## config.mk

```make
export PLATFORM = sky130hd
export DESIGN_NAME = fht_but_pipe
export DESIGN_NICKNAME = d
export VERILOG_FILES = /design/src/rtl/fht_but_pipe.sv
export SDC_FILE = /design/constraint.sdc
export NUM_CORES = 2
export LEC_CHECK = 0
export ABC_AREA = 0
export CORE_MARGIN = 4
export CORE_UTILIZATION = 35
export CTS_BUF_LIST = sky130_fd_sc_hd__clkbuf_4 sky130_fd_sc_hd__clkbuf_8
export CTS_CLUSTER_SIZE = 30
export DETAILED_ROUTE_END_ITERATION = 7
export HOLD_SLACK_MARGIN = 0.1
export SLEW_MARGIN = 20
export SYNTH_ARGS = -nofsm -noshare
export SYNTH_HDL_FRONTEND = slang
export SYNTH_SLANG_ARGS = --single-unit
```

## constraint.sdc

```tcl
create_clock -name iCLK -period 15 [get_ports iCLK]
set_input_delay 3 -clock iCLK [delete_from_list [all_inputs] [get_ports iCLK]]
set_output_delay 3 -clock iCLK [all_outputs]
set_load 0.1 [all_outputs]
```

## src/rtl/fht_but_pipe.sv

```systemverilog
// ---------------------------------------------------------------------------
// fht_but_pipe
//   Pipelined radix-2 Hartley butterfly:
//     m  = round(cos*x1 + sin*x2)          (twiddles carry W_BIT-2 fraction bits)
//     y0 = x0 + m,  y1 = x0 - m            (optionally halved per sample)
//   Outputs are rounded half-up, then saturated (SAT=1) or wrapped (SAT=0) to
//   D_BIT bits. Three register stages, one sample per clock when not stalled.
//
// Ports
//   iCLK        in   1      clock, rising edge
//   iRESET      in   1      synchronous reset, active-high
//   iVALID      in   1      input sample valid
//   iSTALL      in   1      freeze every stage (no accept, outputs held)
//   iSCALE      in   1      halve this sample's result
//   iX_0..iX_2  in   D_BIT  butterfly inputs (x1 * cos, x2 * sin)
//   iSIN, iCOS  in   W_BIT  twiddle factors, unity = 2**(W_BIT-2)
//   iCLR_OF     in   1      clear sticky overflow flag
//   oVALID      out  1      oY_0/oY_1/oOF valid
//   oY_0, oY_1  out  D_BIT  x0 + m, x0 - m
//   oOF         out  1      overflow on this output sample
//   oOF_STICKY  out  1      any overflow since the last clear / reset
// ---------------------------------------------------------------------------
module fht_but_pipe #(
    parameter int D_BIT = 18,
    parameter int W_BIT = 16,
    parameter bit SAT   = 1'b1
) (
    input  logic                    iCLK,
    input  logic                    iRESET,
    input  logic                    iVALID,
    input  logic                    iSTALL,
    input  logic                    iSCALE,
    input  logic signed [D_BIT-1:0] iX_0,
    input  logic signed [D_BIT-1:0] iX_1,
    input  logic signed [D_BIT-1:0] iX_2,
    input  logic signed [W_BIT-1:0] iSIN,
    input  logic signed [W_BIT-1:0] iCOS,
    input  logic                    iCLR_OF,
    output logic                    oVALID,
    output logic signed [D_BIT-1:0] oY_0,
    output logic signed [D_BIT-1:0] oY_1,
    output logic                    oOF,
    output logic                    oOF_STICKY
);

    localparam int R_BIT = D_BIT + W_BIT;      // single product
    localparam int P_BIT = D_BIT + W_BIT + 1;  // sum of two products
    localparam int M_BIT = D_BIT + 1;          // rounded twiddled term
    localparam int S_BIT = D_BIT + 2;          // butterfly sum/difference

    // Half an LSB of m, added before the shift to round half up.
    localparam logic [P_BIT-1:0] M_HALF = {{(P_BIT-1){1'b0}}, 1'b1} << (W_BIT - 3);

    // -----------------------------------------------------------------------
    // Stage 1: input registers
    // -----------------------------------------------------------------------
    logic                    s1_valid;
    logic                    s1_scale;
    logic signed [D_BIT-1:0] s1_x0, s1_x1, s1_x2;
    logic signed [W_BIT-1:0] s1_sin, s1_cos;

    // NOTE: sequential state is written with <= so each stage captures the
    // previous stage's value from before the edge, not the one just computed.
    always_ff @(posedge iCLK) begin
        if (iRESET) begin
            s1_valid <= 1'b0;
        end else if (!iSTALL) begin
            s1_valid <= iVALID;
        end
    end

    // NOTE: datapath registers have no reset; the valid bits alone say whether
    // their contents mean anything, so the reset net stays off the data flops.
    always_ff @(posedge iCLK) begin
        if (!iSTALL) begin
            s1_scale <= iSCALE;
            s1_x0    <= iX_0;
            s1_x1    <= iX_1;
            s1_x2    <= iX_2;
            s1_sin   <= iSIN;
            s1_cos   <= iCOS;
        end
    end

    // -----------------------------------------------------------------------
    // Stage 2: full-width p = cos*x1 + sin*x2
    // -----------------------------------------------------------------------
    logic signed [R_BIT-1:0] cos_ext, sin_ext, x1_ext, x2_ext;
    logic signed [R_BIT-1:0] prod_c, prod_s;
    logic signed [P_BIT-1:0] p_next;

    always_comb begin
        // Operands are widened first so the products keep every bit.
        cos_ext = {{D_BIT{s1_cos[W_BIT-1]}}, s1_cos};
        sin_ext = {{D_BIT{s1_sin[W_BIT-1]}}, s1_sin};
        x1_ext  = {{W_BIT{s1_x1[D_BIT-1]}}, s1_x1};
        x2_ext  = {{W_BIT{s1_x2[D_BIT-1]}}, s1_x2};
        prod_c  = cos_ext * x1_ext;
        prod_s  = sin_ext * x2_ext;
        p_next  = {prod_c[R_BIT-1], prod_c} + {prod_s[R_BIT-1], prod_s};
    end

    logic                    s2_valid;
    logic                    s2_scale;
    logic signed [D_BIT-1:0] s2_x0;
    logic signed [P_BIT-1:0] s2_p;

    always_ff @(posedge iCLK) begin
        if (iRESET) begin
            s2_valid <= 1'b0;
        end else if (!iSTALL) begin
            s2_valid <= s1_valid;
        end
    end

    always_ff @(posedge iCLK) begin
        if (!iSTALL) begin
            s2_scale <= s1_scale;
            s2_x0    <= s1_x0;
            s2_p     <= p_next;
        end
    end

    // -----------------------------------------------------------------------
    // Stage 3: round m, butterfly, optional halving, saturate / wrap
    // -----------------------------------------------------------------------

    // (s + 1) >>> 1: halve with round half up.
    function automatic logic signed [S_BIT-1:0] halve(input logic signed [S_BIT-1:0] s);
        logic signed [S_BIT-1:0] t;
        t = s + {{(S_BIT-1){1'b0}}, 1'b1};
        return t >>> 1;
    endfunction

    // Returns {overflow, result}. The value fits in D_BIT bits exactly when
    // all bits from the D_BIT-1 sign position upward agree.
    function automatic logic [D_BIT:0] clip(input logic signed [S_BIT-1:0] s);
        logic             ovf;
        logic [D_BIT-1:0] y;
        ovf = !((&s[S_BIT-1:D_BIT-1]) || !(|s[S_BIT-1:D_BIT-1]));
        if (ovf && SAT) begin
            y = s[S_BIT-1] ? {1'b1, {(D_BIT-1){1'b0}}} : {1'b0, {(D_BIT-1){1'b1}}};
        end else begin
            y = s[D_BIT-1:0];
        end
        return {ovf, y};
    endfunction

    logic [P_BIT-1:0]        p_rnd;
    logic signed [M_BIT-1:0] m;
    logic signed [S_BIT-1:0] x0_ext, m_ext, sum0, sum1, y0_full, y1_full;
    logic [D_BIT:0]          res0, res1;
    logic                    of_next;

    // NOTE: every signal here is assigned on every path through the block,
    // so the optional halving becomes a mux rather than an inferred latch.
    always_comb begin
        p_rnd   = s2_p + M_HALF;
        m       = M_BIT'(p_rnd >> (W_BIT - 2));
        x0_ext  = {{2{s2_x0[D_BIT-1]}}, s2_x0};
        m_ext   = {m[M_BIT-1], m};
        sum0    = x0_ext + m_ext;
        sum1    = x0_ext - m_ext;
        y0_full = sum0;
        y1_full = sum1;
        if (s2_scale) begin
            y0_full = halve(sum0);
            y1_full = halve(sum1);
        end
        res0    = clip(y0_full);
        res1    = clip(y1_full);
        of_next = res0[D_BIT] | res1[D_BIT];
    end

    // Output registers: bubbles leave oY/oOF at the last valid sample.
    always_ff @(posedge iCLK) begin
        if (iRESET) begin
            oVALID <= 1'b0;
            oY_0   <= '0;
            oY_1   <= '0;
            oOF    <= 1'b0;
        end else if (!iSTALL) begin
            oVALID <= s2_valid;
            if (s2_valid) begin
                oY_0 <= res0[D_BIT-1:0];
                oY_1 <= res1[D_BIT-1:0];
                oOF  <= of_next;
            end
        end
    end

    // Sticky overflow: a new overflowing output beats a simultaneous clear;
    // the clear itself works regardless of stall.
    always_ff @(posedge iCLK) begin
        if (iRESET) begin
            oOF_STICKY <= 1'b0;
        end else if (!iSTALL && s2_valid && of_next) begin
            oOF_STICKY <= 1'b1;
        end else if (iCLR_OF) begin
            oOF_STICKY <= 1'b0;
        end
    end

endmodule

```

== Yosys cells after proc, flatten, opt, wreduce, memory -nomap -nowiden ==
Cells that the tools add are included.

* Add/sub/neg operators: 6
* $mul: 2
* Multiplexer cells: 8
* Bitwise logic cells: 2
* Reduce and logical (&&, ||, !) cells: 15

{| class="wikitable"
|+ Operators by type and width
! operator !! number
|-
| two-way mux 18 bit || 4
|-
| multiplier 16 x 18 -> 33 bit || 2
|-
| adder 20 x 1 -> 20 bit, second input constant || 2
|-
| two-way mux 20 bit || 2
|-
| adder 33 x 14 -> 33 bit, second input constant || 1
|-
| adder 33 bit || 1
|-
| adder 18 x 19 -> 20 bit || 1
|-
| subtractor 18 x 19 -> 20 bit || 1
|-
| AND reduction 3 bit || 2
|-
| OR reduction 3 bit || 2
|-
| zero test 1 bit || 5
|-
| logical AND 1 bit || 2
|-
| logical OR 1 bit || 2
|-
| two-way mux 1 bit || 2
|-
| AND reduction 2 bit || 1
|-
| nonzero test 2 bit || 1
|-
| inverter 1 bit || 1
|-
| OR 1 bit || 1
|}

* Register bits: 180
* Bits of input ports: 92
* Output and inout port bits: 39
* Logic and storage cells: 49

== Logic depth before layout (Yosys ltp) ==
* Depth in word-level cells: 11
* Gate-level depth with buffers: 31
* Depth with buffers taken out: 30

== Worst setup path before layout ==
OpenSTA, ideal clock, no wires.

* Path type: register to register
* Start point: register s1_cos[2]
* End point: register s2_p[32] (data pin)
* Setup time: 0.260 ns
* Arrival: 7.411 ns
* Data required time: 14.740 ns
* Slack: 7.329 ns
* Cell stages (with the launch flop): 30
* Path buffers: 2
* Period minus slack after synthesis: 7.671 ns
* Cell sequence: edfxtp_1 clkbuf_1 clkbuf_1 nand2_1 fa_1 inv_1 fa_1 inv_1 fa_1 fa_1 inv_1 fa_1 fa_1 inv_1 fa_1 fa_1 inv_1 ha_1 o21a_1 o21a_1 a41oi_1 o21ai_0 a21oi_1 a311o_1 a31oi_1 o21a_1 o21a_1 o21a_1 nor2_1 xnor2_1

* Cells in the longest elaborated chain, start to end: 2

{| class="wikitable"
|+ Ends and longest elaborated chain
! what !! RTL line !! RTL
|-
| from (decl) || 60 || <nowiki>logic signed [W_BIT-1:0] s1_sin, s1_cos;</nowiki>
|-
| from (signal assigned) || 81 || <nowiki>s1_cos <= iCOS;</nowiki>
|-
| multiplier 16 x 18 -> 33 bit || 98 || <nowiki>prod_c = cos_ext * x1_ext;</nowiki>
|-
| adder 33 bit || 100 || <nowiki>p_next = {prod_c[R_BIT-1], prod_c} + {prod_s[R_BIT-1], prod_s};</nowiki>
|-
| named net p_next[32] || 90 || <nowiki>logic signed [P_BIT-1:0] p_next;</nowiki>
|-
| to (signal assigned) || 120 || <nowiki>s2_p <= p_next;</nowiki>
|-
| to (decl) || 106 || <nowiki>logic signed [P_BIT-1:0] s2_p;</nowiki>
|}

The timed path passes the listed nets, and every way through them passes these cells.
A chain may end at the register's enable or synchronous reset.

== Worst setup path after layout ==
* Start point: register s1_sin[0]
* End point: register s2_p[32] (data pin)

* Cells in the longest elaborated chain, start to end: 2

{| class="wikitable"
|+ Ends and longest elaborated chain
! what !! RTL line !! RTL
|-
| from (decl) || 60 ||
|-
| from (signal assigned) || 80 || <nowiki>s1_sin <= iSIN;</nowiki>
|-
| multiplier 16 x 18 -> 33 bit || 99 || <nowiki>prod_s = sin_ext * x2_ext;</nowiki>
|-
| adder 33 bit || 100 ||
|-
| named net p_next[32] || 90 ||
|}

The timed path passes the listed nets, and every way through them passes these cells.

==> flow_summary_export.csv <==
group,metric,value,unit
routing,routed_wl,70700,um
sta,finClkSkew,35.4,ps
clock_tree,cts_tree,"done",
routing,drt_iter0_drc,1060,
synth,ys_ff_latch,167,
clock_tree,ctsHoldBuffers,0,
routing,wl_per_cell,16.5,um
global_route,overflow,0,
floorplan,start_util,0.355,
routing,drt_drc_violations_left,0,
routing,viasPerCell,4.70,
synth,syn_nets,3994,
synth,avgSynthCellArea,9.67,sq um
run_status,run_status,"finished, final reports clean",
floorplan,fp-row-count,106,
worst_setup_path,crit_fanout,18,
sta,max-slew-margin-rel,0.296,
synth,ys.flop_type,"edfxtp_1",
sta,final.period_utilization,0.569,
placement,port_buffers,130,
sta,fin_crit,8540,ps
worst_setup_path,critPathArrivalTime,8840,ps
sta,finalHoldViolations,0,
synth,yosysTopAreaCellShare,0.414,
synth,netlist_instances,3096,
synth,yosys-top-cells-area,"fa_1, edfxtp_1, inv_1",
sta,finalSetupViolations,0,
clock_tree,cts.sinks,167,
worst_setup_path,crit_type,"register to register",
clock_tree,clk_path_buf_depth,2,
clock_tree,cts_root_buf,"clkbuf_8",
sta,tightest_slew,1050,ps
clock_tree,htreeDepth,4,
clock_tree,clk_latency,580,ps
global_route,grt_pass1_wl,118000,um
floorplan,core,84200,sq um
worst_setup_path,crit_path_end_kind,"register",
layout,area_delta_synth_final,9.20,%
floorplan,io_pins,131,
global_route,grt_antenna_before_repair,3,
layout,final_layout_size_suffix_gt1_frac,0.0279,
routing,vias,20142,
synth,synth-edff-count,126,
routing,ant_nets,0,
floorplan,dieArea,90300,sq um
worst_setup_path,crit_required,15310,ps
worst_setup_path,crit_path_start_kind,"register",
sta,timing.fmax,0.117,GHz
global_route,grt_max_degree,75,
synth,synth-async-reset-ratio,0,
floorplan,die_h,300,um
sta,slew_violations,0,
routing,dr.pass1.iters,5,
synth,syn-cell-area,29900,sq um
clock_tree,cts_resized,0,
run,cap_violations,0,
sta,setup_tns,0,ps
sta,rsz0062_at_grt,"no",
min_path,min_path_type,"register to register",
floorplan,dieWidth,300,um
synth,ys_warn_count,0,
synth,synth_top_area_cell,"fa_1",
layout,nets,4037,
global_route,grt_pass1_vias,21659,
placement,hpwl,59300,um
synth,synth_cell_types,84,
clock_tree,cts_setup_buffers,0,
clock_tree,clk_pin_slew,120,ps
layout,layout_commonest_cell,"inv_1",
placement,gp_congestion,0.834,
synth,ys_seq_area_frac,0.154,
clock_tree,cts_buffers,17,
layout,mostFrequentLayoutCells,"inv_1, fa_1, nand2_1",
global_route,grt_usage,0.164,
[path summary, 6_finish.rpt]
check / start / end / slack (ps) / cells after the start
min: s1_scale / s2_scale / 430 / 0
min reg2reg: s1_scale / s2_scale / 430 / 0
max reg2reg: s1_sin[0] / s2_p[32] / 6460 / 26
max: s1_sin[0] / s2_p[32] / 6460 / 26
[state kept, by name (all words and copies together), names as in the netlist]
name / flops
s2_p: 20
oY_0: 18
oY_1: 18
s1_x0: 18
s1_x1: 18
s1_x2: 18
s2_x0: 18
s1_cos: 16
s1_sin: 16
oOF: 1
oOF_STICKY: 1
oVALID: 1
s1_scale: 1
s1_valid: 1
s2_scale: 1
s2_valid: 1
[metrics by stage]
step	area, sq um	setup slack [ps]	cells	util	hold WS, ps
2_1_floorplan	29900	7330	3096	-	400
3_3_place_gp	32300	6450	4254	0.383	401
3_5_place_dp	32300	6410	4254	0.383	405
4_1_cts	32700	6390	4286	0.388	430
5_1_grt	32700	5980	4287	0.388	437
6_report	32700	6460	4287	0.388	425
[layer usage]
layer	vias up	global-route usage	routed length (um)
met4	2	0.0293	688
met5	-	0	12
met3	48	0.0273	3080
met2	356	0.269	33100
met1	10310	0.233	33900
li1	9426	-	-
[final cells by class]
type	count	area [sq um]
clock buffers	17	234
diodes	1	2.50
repair buffers	142	1390
well taps	1134	1420
multi-input cells	2066	22100
flip-flops and latches	167	4600
fillers	8413	51500
inverters	745	2800
clock inverters	15	183
[cells by family after synthesis]
group,share of synthesized area
muxes,0.00201
buffers and inverters,0.110
AOI/OAI and AO/OA,0.0662
and+or+nand+nor,0.148
xor gates and xnor gates,0.0284
DFF,0.154
adders and majority gates,0.492
[cells in the mapped netlist, types with 5 or more instances]
master and n:
a211o_1 7, a211oi_1 16, a211oi_2 11, a21o_1 9, a21oi_1 57, a31oi_1 10
and2_1 281, and3_1 8, buf_1 5, buf_2 6, clkbuf_1 102, dfxtp_1 41
edfxtp_1 126, fa_1 619, ha_1 187, inv_1 744, mux2i_1 6, nand2_1 328
nand2b_1 19, nand3_1 26, nand3b_1 7, nand4_1 9, nor2_1 127, nor2b_1 26
nor3_1 14, nor4_1 7, o211ai_1 12, o21a_1 16, o21ai_0 47, o21bai_1 8
o22ai_1 18, o31ai_1 6, or2_2 5, or3_1 9, xnor2_1 66, xor2_1 31
[critical path, stage by stage, from the launching register on]
cell and delay (ps):
edfxtp_1 780, nand2_1 360, inv_1 530, fa_1 540
fa_1 520, inv_1 50, fa_1 470, inv_1 50
fa_1 480, fa_1 560, fa_1 430, fa_1 490
inv_1 50, fa_1 470, inv_1 40, ha_1 320
a21o_1 200, a21oi_1 140, o21ai_0 90, a21oi_1 480
a311o_1 320, a31oi_1 110, o21a_1 220, o21a_1 200
o21a_1 180, nor2_1 110, xnor2_1 70
Power is not shown: default switching activity piles up to over one toggle a cycle in this logic, so the estimate is an artifact.
